==> src/rtl/result_serializer.sv <==
// Captures one decode result on start and streams it out as a byte message:
// header, iteration count, 4-byte cycle count, then the correction vector (MSB first).
module result_serializer #(
  parameter int unsigned CORRECTION_WIDTH        = 12,
  parameter int unsigned ITERATION_COUNTER_WIDTH = 8,
  parameter logic [7:0]  RESULT_HEADER           = 8'hA5
) (
  input  logic                               clk,
  input  logic                               reset,
  input  logic                               start,
  input  logic [ITERATION_COUNTER_WIDTH-1:0] iteration_count,
  input  logic [31:0]                        cycle_count,
  input  logic [CORRECTION_WIDTH-1:0]        corrections,
  output logic [7:0]                         output_data,
  output logic                               output_valid,
  input  logic                               output_ready,
  output logic                               busy,
  output logic                               done
);

  localparam int unsigned NC        = (CORRECTION_WIDTH + 7) / 8;
  localparam int unsigned CORR_BITS = NC * 8;
  localparam int unsigned IDX_MAX   = (NC > 4) ? NC : 4;
  localparam int unsigned IDX_W     = $clog2(IDX_MAX);
  localparam logic [IDX_W-1:0] CYC_LAST  = IDX_W'(3);
  localparam logic [IDX_W-1:0] CORR_LAST = IDX_W'(NC - 1);

  typedef enum logic [2:0] {
    S_IDLE,
    S_HEADER,
    S_ITER,
    S_CYCLE,
    S_CORR
  } state_e;

  state_e               state_q, state_d;
  logic [IDX_W-1:0]     idx_q, idx_d;
  logic [7:0]           iter_q, iter_d;
  logic [31:0]          cyc_q, cyc_d;
  logic [CORR_BITS-1:0] corr_q, corr_d;
  logic [7:0]           data_q, data_d;
  logic                 valid_q, valid_d;
  logic                 busy_q, busy_d;
  logic                 done_q, done_d;
  logic                 xfer;

  // Byte to present for a given state/index, from the captured result.
  function automatic logic [7:0] pick_byte(input state_e st, input logic [IDX_W-1:0] idx,
                                           input logic [7:0] it, input logic [31:0] cy,
                                           input logic [CORR_BITS-1:0] co);
    logic [7:0] b;
    b = 8'h00;
    case (st)
      S_HEADER: b = RESULT_HEADER;
      S_ITER:   b = it;
      S_CYCLE:  b = 8'(cy >> (8 * (3 - 32'(idx))));
      S_CORR:   b = 8'(co >> (8 * (NC - 1 - 32'(idx))));
      default:  b = 8'h00;
    endcase
    return b;
  endfunction

  always_comb begin
    state_d = state_q;
    idx_d   = idx_q;
    iter_d  = iter_q;
    cyc_d   = cyc_q;
    corr_d  = corr_q;
    data_d  = data_q;
    valid_d = valid_q;
    done_d  = 1'b0;
    xfer    = valid_q && output_ready;

    case (state_q)
      S_IDLE: begin
        if (start) begin
          iter_d  = 8'(iteration_count);
          cyc_d   = cycle_count;
          corr_d  = CORR_BITS'(corrections);
          state_d = S_HEADER;
          idx_d   = '0;
          valid_d = 1'b1;
          data_d  = RESULT_HEADER;
        end
      end
      S_HEADER: if (xfer) state_d = S_ITER;
      S_ITER: begin
        if (xfer) begin
          state_d = S_CYCLE;
          idx_d   = '0;
        end
      end
      S_CYCLE: begin
        if (xfer) begin
          if (idx_q == CYC_LAST) begin
            state_d = S_CORR;
            idx_d   = '0;
          end else begin
            idx_d = idx_q + IDX_W'(1);
          end
        end
      end
      S_CORR: begin
        if (xfer) begin
          if (idx_q == CORR_LAST) begin
            state_d = S_IDLE;
            idx_d   = '0;
            valid_d = 1'b0;
            done_d  = 1'b1;
          end else begin
            idx_d = idx_q + IDX_W'(1);
          end
        end
      end
      default: begin
        state_d = S_IDLE;
        idx_d   = '0;
        valid_d = 1'b0;
      end
    endcase

    // Load the following byte only on a handshake so stalls hold the data steady.
    if (xfer && (state_d != S_IDLE)) begin
      data_d = pick_byte(state_d, idx_d, iter_q, cyc_q, corr_q);
    end

    busy_d = (state_d != S_IDLE);
  end

  always_ff @(posedge clk or negedge reset) begin
    if (!reset) begin
      state_q <= S_IDLE;
      idx_q   <= '0;
      iter_q  <= '0;
      cyc_q   <= '0;
      corr_q  <= '0;
      data_q  <= '0;
      valid_q <= 1'b0;
      busy_q  <= 1'b0;
      done_q  <= 1'b0;
    end else begin
      state_q <= state_d;
      idx_q   <= idx_d;
      iter_q  <= iter_d;
      cyc_q   <= cyc_d;
      corr_q  <= corr_d;
      data_q  <= data_d;
      valid_q <= valid_d;
      busy_q  <= busy_d;
      done_q  <= done_d;
    end
  end

  assign output_data  = data_q;
  assign output_valid = valid_q;
  assign busy         = busy_q;
  assign done         = done_q;

endmodule

==> config.mk <==
export PLATFORM = sky130hd
export DESIGN_NAME = result_serializer
export DESIGN_NICKNAME = d
export VERILOG_FILES = /design/src/rtl/result_serializer.sv
export SDC_FILE = /design/constraint.sdc
export NUM_CORES = 1
export LEC_CHECK = 0
export CORE_ASPECT_RATIO = 0.8
export CORE_MARGIN = 8
export CORE_UTILIZATION = 46
export CTS_CLUSTER_DIAMETER = 100
export DETAILED_ROUTE_END_ITERATION = 6
export PLACE_DENSITY_LB_ADDON = 0.15
export SYNTH_ARGS = -nofsm -noshare
export SYNTH_HDL_FRONTEND = slang
export SYNTH_SLANG_ARGS = --single-unit
==> constraint.sdc <==
create_clock -name clk -period 2.55 [get_ports clk]
set_clock_uncertainty 0.05 [all_clocks]
set_input_delay 0.51 -clock clk [delete_from_list [all_inputs] [get_ports clk]]
set_output_delay 0.51 -clock clk [all_outputs]
set_load 0.1 [all_outputs]
==> results of run 1 <==
==> critical path, stage by stage (launching register included) <==
cell and delay, ns:
sky130_fd_sc_hd__dfrtp_1 0.48, sky130_fd_sc_hd__or3b_1 0.46, sky130_fd_sc_hd__o32a_1 0.21, sky130_fd_sc_hd__o311a_4 0.17, sky130_fd_sc_hd__mux2_4 0.31, sky130_fd_sc_hd__a221o_1 0.32
sky130_fd_sc_hd__o32a_1 0.35
==> through the flow <==
stage	power, mW	util, %
after detailed placement	4.914	61.14
after CTS	5.832	64.02
after global routing	6.221	64.33
after global placement	4.863	61.14
final	5.872	64.33
after floorplan	3.869	-
==> layer usage <==
metal  vias to the layer above  share of wire, %
met3                        10               8.0
met1                      1366                48
met2                       118                43
li1                       1411                 -
met5                         -                 0
met4                         0               1.0
==> cell families (layout without fill, tap and decap cells) <==
logic type                 after synthesis  in the layout  synth area share (%)
and+or+nand+nor                        194            194                 24.53
AOI/OAI and AO/OA                       56             56                 12.44
buffers and inverters                   25            127                 3.785
DFF                                     68             68                 52.53
muxes                                   17             17                 5.562
adders and majority gates                3              3                 1.159
==> power by group <==
group / internal [mW] / leakage, nW / switching [mW]
Clock: 0.456 / 0.104 / 0.438
Sequential: 1.60 / 0.831 / 0.405
Combinational: 1.26 / 1.28 / 1.72
Total: 3.31 / 2.21 / 2.56
==> cells in the mapped netlist, types with 2 or more instances <==
cell type                  count
sky130_fd_sc_hd__nand2_1     158
sky130_fd_sc_hd__mux2i_1      15
sky130_fd_sc_hd__nand2b_1      2
sky130_fd_sc_hd__and3_1        2
sky130_fd_sc_hd__a221o_1       2
sky130_fd_sc_hd__a311oi_1      2
sky130_fd_sc_hd__o21ai_1       2
sky130_fd_sc_hd__o22ai_1       3
sky130_fd_sc_hd__ha_1          3
sky130_fd_sc_hd__o32a_1        5
sky130_fd_sc_hd__o21ai_0       7
sky130_fd_sc_hd__dfrtp_1      68
sky130_fd_sc_hd__inv_1         7
sky130_fd_sc_hd__a21o_1        3
sky130_fd_sc_hd__buf_2         2
sky130_fd_sc_hd__clkbuf_1     12
sky130_fd_sc_hd__o221a_2       2
sky130_fd_sc_hd__mux2_4        2
sky130_fd_sc_hd__buf_6         3
sky130_fd_sc_hd__nand3_1       9
sky130_fd_sc_hd__a21oi_1      13
sky130_fd_sc_hd__o22a_1        2
sky130_fd_sc_hd__nor3_1        3
sky130_fd_sc_hd__a31oi_1       3
sky130_fd_sc_hd__nor2_1       11
sky130_fd_sc_hd__a32o_1        3
==> how the worst max path moves through the flow <==
stage	from	to	slack, ns	cells after the start
final	state_q[1]	output_data[0]	0.08	6
after global routing	idx_q[1]	output_data[0]	0.007	8
after CTS	state_q[0]	output_data[0]	0.03	6
after detailed placement	output_ready	output_data[0]	-0.38	7
after global placement	output_ready	output_data[0]	-0.31	7
after floorplan	output_valid	output_data[0]	-0.03	8
==> flip-flops by register name (all words and copies together), names as in the netlist <==
name,count
busy,1
corr_q,12
cyc_q,32
done,1
idx_q,2
iter_q,8
output_data,8
output_valid,1
state_q,3
==> cell type report <==
cell class                 instances  area (um^2)
tap                               87        108.9
sequential                        68         1707
multi-input combinational        270         1446
timing repair buffer             104        924.6
clock buffer                       9        123.9
clock inverter                     7        75.07
inverter                           7        26.28
fill                             578         2446
==> layout by cell type, fill, tap and decap left out, types with 3 or more instances in the layout <==
| cell type | count |
|---|---|
| sky130_fd_sc_hd__a21o_1 | 3 |
| sky130_fd_sc_hd__a21oi_1 | 12 |
| sky130_fd_sc_hd__a31oi_1 | 3 |
| sky130_fd_sc_hd__a32o_1 | 3 |
| sky130_fd_sc_hd__buf_4 | 48 |
| sky130_fd_sc_hd__clkbuf_8 | 9 |
| sky130_fd_sc_hd__clkdlybuf4s50_1 | 53 |
| sky130_fd_sc_hd__clkinv_4 | 3 |
| sky130_fd_sc_hd__dfrtp_1 | 66 |
| sky130_fd_sc_hd__ha_1 | 3 |
| sky130_fd_sc_hd__inv_1 | 7 |
| sky130_fd_sc_hd__mux2i_1 | 15 |
| sky130_fd_sc_hd__nand2_1 | 158 |
| sky130_fd_sc_hd__nand3_1 | 9 |
| sky130_fd_sc_hd__nor2_1 | 11 |
| sky130_fd_sc_hd__o21ai_0 | 6 |
| sky130_fd_sc_hd__o22ai_1 | 3 |
| sky130_fd_sc_hd__o32a_1 | 5 |
==> timing repair <==
action / 4_1_cts / 5_1_grt
pin swaps: 0 / 0
endpoints found under the setup margin: 1 / 6
endpoints found under the hold margin: 0 / 0
resized for setup: 1 / 5
==> summary by stage, run 1 <==
Outcome
The run finished with clean final reports.

Setup path
The type of origin of the critical path is a register. The startpoint identified for the worst register-to-register timing path is state_q[1]. The worst reg-to-reg path cell count is 6. The largest fanout of any net on the critical path is 7. For the worst setup path, the data required time is 2.73 ns. In this run the register-to-register setup slack is 0.08 ns. The class of the most critical setup path is register to register.

The critical path arrival is 2.65 ns. The end of the worst register-to-register path is output_data[0]. The capturing element type of the critical path is a register.

Floorplanning
The die covers 0.01000 mm^2. The area inside the core boundary is 0.006858 mm^2. The number of standard-cell rows in the floorplan is 27. Measured along the x axis, the die boundary spans 109.8 um. Pin placement for this block handled 67 I/O pins. The initial core utilization is 47.24%. The overall die height is 91.06 um.

Placement
OpenSTA, run right after detailed placement, puts the worst setup slack at -0.3809 ns. Once placement finished, the instance area stood at 0.004193 mm^2. In this run the tool buffered the top-level ports with 66 buffer cells. The congestion estimate from routability-driven global placement came to 0.9466. The post-placement cell count is 536.

The detailed placer's ending HPWL is 6462 um.

Flow run
The count of max-cap constraint violations is 0.

Cells and area
The antenna cell count is 0. After the flow finishes, the layout carries non-filler instances totaling 552. The finished cells cover 0.004412 mm^2. The net count of the finished layout is 519. The area growth from synthesis to layout is 36.19%. The post-route netlist has 17.63% of its cells at a drive strength greater than 1.

STA
Setup repair after global routing left no endpoint under its margin. Of the available clock period, the critical path in the final layout requires 96.92%. After routing, the total negative slack on setup checks comes to 0 ns.

The worst hold slack is 0.1506 ns. The final hold violation count was 0. The number of slew-limit violations in the final report is 0. The worst pin sits at a relative slew slack of 71.24%. Setup violations remaining at the end of the flow were counted as 0. The clock period minus worst slack is 2.471 ns. Across all setup checks in the final design, the least slack found is 0.07862 ns. For the pin with the worst max-slew slack, the measured transition is 0.4314 ns.

The highest clock rate is 404.6 MHz.

GRT
The met3 demand-to-capacity share in global routing is 5.650%. The global-route met2 utilization is 24.43%. The via count of the first global-routing pass was 2,818. Entering global routing, the biggest net connects 55 pins. The first global-routing pass estimated 14,080 um of wire. After global routing, the most crowded layer is met1. The overall global routing resource usage is 17.75%.

The sum of overflow across all layers after global routing is 0. The number of antenna violations at the first check in global routing is 0. The global-route track usage on met1 is 25.81%.

Power and ir drop
The worst-case IR drop observed on VDD is 0.0009294 V. In this run the static leakage power is 2.212 nW. Dividing total power by cell area gives a power density of 1331 mW/mm^2.

Clocking
The later pin in the worst-skew pair is clocked with a latency of 0.34 ns. Counting every sink on the clock net gives 68. The TritonCTS clock tree is built. The post-CTS setup-driven buffer insertion count is 0.

The total CTS buffers is 9. The CTS H-tree depth is 3. The CTS clock-pin slew for the worst setup and hold paths is 0.08 ns. In this run the clock root is driven by a sky130_fd_sc_hd__clkbuf_8. The maximum buffer depth of the clock tree is 2. In this run, post-CTS hold repair placed 0 buffers.

Synthesis
The proportion of synthesized flip-flops having asynchronous set or reset is 100.0%. Sorting the synthesized cells by area gives the leading types as sky130_fd_sc_hd__dfrtp_1, sky130_fd_sc_hd__nand2_1, sky130_fd_sc_hd__mux2i_1. The post-synthesis instance area is 0.003239 mm^2. The post-synthesis net count is 422. The fraction of synthesized cell area taken by the top area cell type is 52.53%. The per-instance average area after synthesis is 8.924 um^2. Of all cell types, the one taking the most synthesized area is sky130_fd_sc_hd__dfrtp_1. The number of enable flip-flop cells after synthesis is 0. The number of library cell types mapped by synthesis is 45. Sequential elements use 52.53% of the synthesized area. The number of warnings issued by yosys is 0. Counting every instance in the synthesized netlist gives 363. The synthesis-stage register bit count is 68. The most used flip-flop cell after synthesis is sky130_fd_sc_hd__dfrtp_1.

Detailed routing
The first detailed-routing pass ran for 5 iterations. The initial detailed-routing violation count is 184. After detailed routing, the total wire length is 8715 um.

The post-detailed-route count of antenna-violating nets is 0. The number of vias after detailed routing is 2,905. After detailed routing, the average wire length per cell comes to 15.79 um.

In the routed layout, each cell is associated on average with a via count of 5.263. The count of unresolved DRC violations after routing is 0.

Min path
The class of the tightest hold or removal check is input port to asynchronous set/reset pin.
Power figures use the tool's default switching activity.
==> run 2, diff against run 1 <==
CAP_MARGIN = 40   (was not set)
SKIP_CTS_REPAIR_TIMING = 1   (was not set)
==> summary by stage, run 2 (same netlist as run 1, synthesis figures left out) <==
Outcome
The flow ran to the end, and the final reports show no timing, DRC or antenna violations.

Floorplanning
After floorplanning, the core was sized to cover 0.006858 mm^2. The die boundary width is 109.8 um. Once the floorplan was initialized, standard cells occupied 47.24% of the core.

The floorplan step defined a die boundary enclosing 0.01000 mm^2. For this design the top-level I/O count stands at 67. From bottom edge to top edge, the die measures 91.06 um. The number of standard-cell rows in the floorplan is 27.

Placement
The pre-CTS setup slack is -0.3809 ns. The placer's final routability congestion estimate is 0.9466. In this run the cell area measured after placement is 0.004193 mm^2. During placement, the flow inserted port buffers numbering 66. The wire-length estimate of the detail-placed layout is 6462 um.

STA
The final hold violation count came to 0. For the final routed database, the setup TNS stands at 0 ns. The worst max-slew margin expressed relative to the limit is 71.21%. For the finished layout, the period the worst path requires is 2.470 ns. For the pin with the worst max-slew slack, the measured transition is 0.4318 ns.

Static timing analysis puts the maximum clock frequency at 404.8 MHz. The number of slew-limit violations in the final report came to 0. The final period utilization is 96.88%.

The worst path setup slack after routing is 0.07962 ns. Setup violations remaining at the end of the flow were counted as 0. Setup repair after global routing left no endpoint under its margin.

Detailed routing
The total detailed-routing wirelength is 8740 um. The count of TritonRoute iterations in the first routing pass is 5. For this run, design rule violations remaining after detail routing come to 0. The initial detailed-routing violation count is 188. In the routed layout, each cell is associated on average with a via count of 5.270. The mean routed wirelength per cell is 15.83 um.

Detailed routing inserted a total of 2,909 vias. In this run the remaining antenna-violating nets after routing total 0.

Setup path
The capturing element type of the critical path is a register. The largest stage delay on the critical path is 0.47 ns. The type of origin of the critical path is a register. The signal on the critical path passes through or3b_1, o32a_1, o311a_4, mux2_4, a221o_1, o32a_1. The number of buffer and inverter instances along the worst setup path is 0. At the worst endpoint, the arrival time is 2.65 ns. The class of the most critical setup path is register to register. The slowest stage of the critical path belongs to the cell sky130_fd_sc_hd__dfrtp_1. The worst endpoint required time is 2.73 ns. The dominant delay contributor by cell family on the critical path is compound AO/OA/AOI/OAI gates.

The most numerous cell on the critical path is sky130_fd_sc_hd__o32a_1. In this run the worst path has a maximum fanout of 7.

Power and ir drop
The combinational fraction of design power is 50.7%. For this design the ratio of total power to cell area is 1331 mW/mm^2. The analysis attributes to cell leakage a power of 2.219 nW. Net switching is 43.65% of the power. For this design the total switching power over the nets is 2.565 mW. The internal power summed over all cells is 3.312 mW.

The total power consumption of the routed design is 5.877 mW. In this run, the clock network consumes 15.2% of the power. Sequential cells account for 34.1% of the total power.

The worst-case IR drop observed on VDD is 0.0009279 V.

GRT
The total overflow left after global routing is 0. The first global-routing pass estimated 14,080 um of wire. Across every metal layer, demand over resource in global routing totals 17.75%. The number of antenna violations at the first check in global routing came to 0. The via count of the first global-routing pass is 2,818. Entering global routing, the biggest net connects 55 pins.

Cells and area
The final standard cell area without fillers is 0.004415 mm^2. After filler insertion, the fill cell instance count of the layout stands at 578. In the layout the commonest cells are sky130_fd_sc_hd__nand2_1, sky130_fd_sc_hd__dfrtp_1, sky130_fd_sc_hd__clkdlybuf4s50_1. The utilization of the core after routing is 64.39%. The repair_antennas step left the layout with diodes totalling 0. The post-synthesis to final-layout area growth is 36.31%.

The library cell used most frequently in the layout, excluding fill and tap cells, is sky130_fd_sc_hd__nand2_1. The final-stage net count is 519. The largest register by flop count is cyc_q. In the final layout, the registers with the most flip-flops are cyc_q: 32 flops, corr_q: 12 flops.

Of the cells placed in the final design, the portion with a size suffix greater than 1 is 17.63%. The number of flip-flops under the largest register name is 32.

Clocking
The total CTS buffers is 9. The tree built by TritonCTS fans out to 68 sinks. Clock-pin slew was measured on the worst setup and hold paths at 0.08 ns. The insertion delay of the later-clocked pin in the worst-skew pair is 0.35 ns.

The CTS H-tree depth is 3. TritonCTS built the clock tree. Counting along the longest clock path gives a buffer depth of 2. In this run the clock root is driven by a sky130_fd_sc_hd__clkbuf_8.

Flow run
Across the run, the number of max-cap violations was 0.

Min path
The class of the tightest hold or removal check is input port to asynchronous set/reset pin.
==> run 2: final timing paths <==
path / startpoint / to / slack (ns) / cells past startpoint
max: state_q[1] / output_data[0] / 0.08 / 6
min: reset / done / 0.15 / 2
max reg2reg: state_q[1] / output_data[0] / 0.08 / 6
min reg2reg: cyc_q[5] / cyc_q[5] / 0.43 / 2
max in group asynchronous: reset / output_valid / 1.97 / 2
min in group clk: cyc_q[5] / cyc_q[5] / 0.43 / 2
==> run 2: metal layers <==
layer  track usage [%]  wire (um)  vias up  share of wire [%]
li1                  -          -     1413                  -
met1             25.81       4230     1359                 48
met2             24.43       3739      123                 43
met3             5.650        657       14                7.5
met4             5.051        112        0                1.3
met5                 0          0        -                  0
==> run 2: power by group through the flow <==
stage | logic (mW) | clock network (mW) | registers [mW]
2_1_floorplan | 1.50 | 0 | 2.37
3_3_place_gp | 2.86 | 0 | 2.00
3_5_place_dp | 2.91 | 0 | 2.01
4_1_cts | 2.92 | 0.916 | 1.99
5_1_grt | 3.20 | 0.965 | 2.06
6_report | 2.98 | 0.893 | 2.00
==> run 2: area by class of cell <==
type | instances | area (um^2) | area share [%]
multi-input cells | 270 | 1446 | 32.76
clock inverters | 7 | 75.07 | 1.700
clock buffers | 9 | 123.9 | 2.805
inverters | 7 | 26.28 | 0.5951
flip-flops and latches | 68 | 1707 | 38.65
repair buffers | 104 | 928.4 | 21.03
well taps | 87 | 108.9 | 2.465
==> run 2: through the flow <==
step	hold WS, ns	std cells
global route	0.1652	552
global placement	0.4099	536
floorplan	0.1644	363
finish	0.1484	552
CTS	0.1529	552
detailed placement	0.4150	536
==> run 3, diff against run 2 <==
CORE_MARGIN = 2   (was 8)
==> summary by stage, run 3 (same netlist as run 1, synthesis figures left out) <==
Outcome
The run finished with clean final reports.

Floorplanning
Measured along the y axis, the die boundary spans 79.06 um. The floorplan step defined a core boundary enclosing 0.006858 mm^2. The floorplan step set the die width to 97.82 um. The die area is 0.007734 mm^2. The initial core utilization is 47.24%.

For this design the top-level I/O count stands at 67. In this run the core area contains 27 standard-cell rows.

STA
The final period utilization is 97.30%. The worst max-slew margin expressed relative to the limit is 71.12%. The number of slew-limit violations in the final report came to 0.

The final hold violation count is 0. Based on the critical path, the design can be clocked at up to 403.0 MHz. The clock period minus worst slack is 2.481 ns. Setup repair after global routing left no endpoint under its margin.

At the pin with the least slew margin, the transition time is 0.4332 ns. The final setup violation count is 0.

Cells and area
The number of filler instances in the final layout is 598. The final cell count without fillers is 554. In the final design database the tool counted 522 nets. Ranked by flip-flop count, first place goes to cyc_q. The number of flip-flops under the largest register name is 32.

The post-synthesis to final-layout area growth is 37.12%. In the layout the commonest cells are sky130_fd_sc_hd__nand2_1, sky130_fd_sc_hd__dfrtp_1, sky130_fd_sc_hd__clkdlybuf4s50_1. The most common cell after layout, fill and taps aside is sky130_fd_sc_hd__nand2_1. The largest registers in the layout are cyc_q: 32 flops, corr_q: 12 flops. The antenna cell count is 0. The fraction of layout instances using a drive strength above 1 is 17.34%. The utilization of the core after routing is 64.77%.

Setup path
The cell with the biggest individual delay on the critical path is sky130_fd_sc_hd__dfrtp_1. The largest stage delay on the critical path is 0.48 ns. Walking the worst path, the cells encountered are or3b_1, o32a_1, o311a_1, mux2_4, a221o_1, o32a_1. Data on the critical path arrives at its endpoint at 2.67 ns.

The largest fanout of any net on the critical path is 9. STA classifies the critical path endpoint as a register. The setup slack of the worst register-to-register path is 0.07 ns. STA classifies the critical path startpoint as a register. The worst endpoint required time is 2.74 ns. The most numerous cell on the critical path is sky130_fd_sc_hd__o32a_1.

The class of the most critical setup path is register to register.

Power and ir drop
The fraction of power spent switching nets is 42.71%. The share of total power dissipated in combinational logic is 50.4%. The leakage power is 2.229 nW. Internal power comes to 3.416 mW.

The largest voltage drop on the vdd net is 0.0006755 V. The switching power of the nets is 2.547 mW. The total power density per cell area is 1343 mW/mm^2. The sequential group share of total power is 33.3%. The part of the power in the clock network is 16.2%.

Detailed routing
The post-detailed-route count of antenna-violating nets is 0. After detailed routing, the number of remaining DRC violations is 0. Summing over every cut layer, the via total after detailed routing is 2,923. The count of TritonRoute iterations in the first routing pass is 5. The via-per-instance ratio is 5.276.

In this run, the number of DRC markers left after iteration 0 of detailed routing was 170. The total detailed-routing wirelength is 8481 um. After detailed routing, the average wire length per cell comes to 15.31 um.

Clocking
The total CTS buffers is 9. In this run the clock root is driven by a sky130_fd_sc_hd__clkbuf_8. TritonCTS built the clock tree. The clock tree synthesis step divided the H-tree into 3 levels. The clock net sink count is 68. The insertion delay of the later-clocked pin in the worst-skew pair is 0.36 ns. The maximum buffer depth of the clock tree is 2. After clock tree synthesis, the clock-pin slew on the worst setup and hold paths is 0.07 ns.

Placement
Input and output buffers added on the ports amount to 66. The post-placement cell count is 538. The detailed placer's ending HPWL is 6207 um. The congestion estimate from routability-driven global placement came to 0.9756.

GRT
The wire length of the first global-routing pass is 13,700 um. The via count of the first global-routing pass came to 2,750. The largest net degree at the start of global routing is 35. The overall global routing resource usage is 23.03%. Global routing finished with a remaining overflow of 0. The number of antenna violations at the first check in global routing is 0.

Flow run
The count of max-cap constraint violations is 0.

Min path
The min-delay analysis places its worst path in the category input port to asynchronous set/reset pin.
-- run 3: area by class of cell --
type                    count  area, um^2  share of cell area, %
multi-input cells         270        1435                  32.31
repair buffers            107       953.4                  21.46
flip-flops and latches     68        1705                  38.39
clock inverters             6       88.84                  2.000
clock buffers               9       123.9                  2.789
well taps                  87       108.9                  2.451
inverters                   7       26.28                 0.5915
-- run 3: worst paths after layout --
path,startpoint,end,cells past startpoint
worst max-delay path,state_q[0],output_data[0],6
worst min-delay path,reset,output_valid,2
worst max register to register,state_q[0],output_data[0],6
worst min register to register,cyc_q[3],cyc_q[3],2
max in group asynchronous,reset,cyc_q[5],3
min in group clk,cyc_q[3],cyc_q[3],2
-- run 3: power groups by stage --
stage / sequential, mW / clock, mW / combinational [mW]
detailed placement: 1.98 / 0 / 2.95
finish: 1.99 / 0.967 / 3.01
floorplan: 2.37 / 0 / 1.50
global placement: 1.99 / 0 / 2.89
CTS: 1.98 / 0.991 / 2.98
global route: 2.03 / 1.03 / 3.29
-- run 3: layer usage --
layer  global-route usage, %  part of all wire, %  up-vias
li1                        -                    -     1424
met1                   33.12                   48     1366
met2                   34.04                   44      119
met3                   6.690                  6.6       14
met4                   6.667                  1.5        0
met5                       0                    0        -
-- run 3: critical path, delay by kind of cell, from the launching register on --
| family | cells | cell delay [ns] |
|---|---|---|
| flops | 1 | 0.48 |
| mux | 1 | 0.33 |
| compound gates | 4 | 1.06 |
| simple gates | 1 | 0.44 |
-- run 3: through the flow --
stage	cell area, um^2	total power [mW]	setup slack, ns	hold slack (ns)	setup TNS [ns]
6_report	4442	5.963	0.06879	0.4201	0
3_5_place_dp	4208	4.933	-0.3565	0.2531	-2.392
4_1_cts	4420	5.947	0.009719	-0.1265	0
3_3_place_gp	4208	4.882	-0.3110	0.2517	-1.998
2_1_floorplan	3247	3.869	-0.02821	0.1644	-0.02821
5_1_grt	4442	6.354	0.003476	0.4501	0
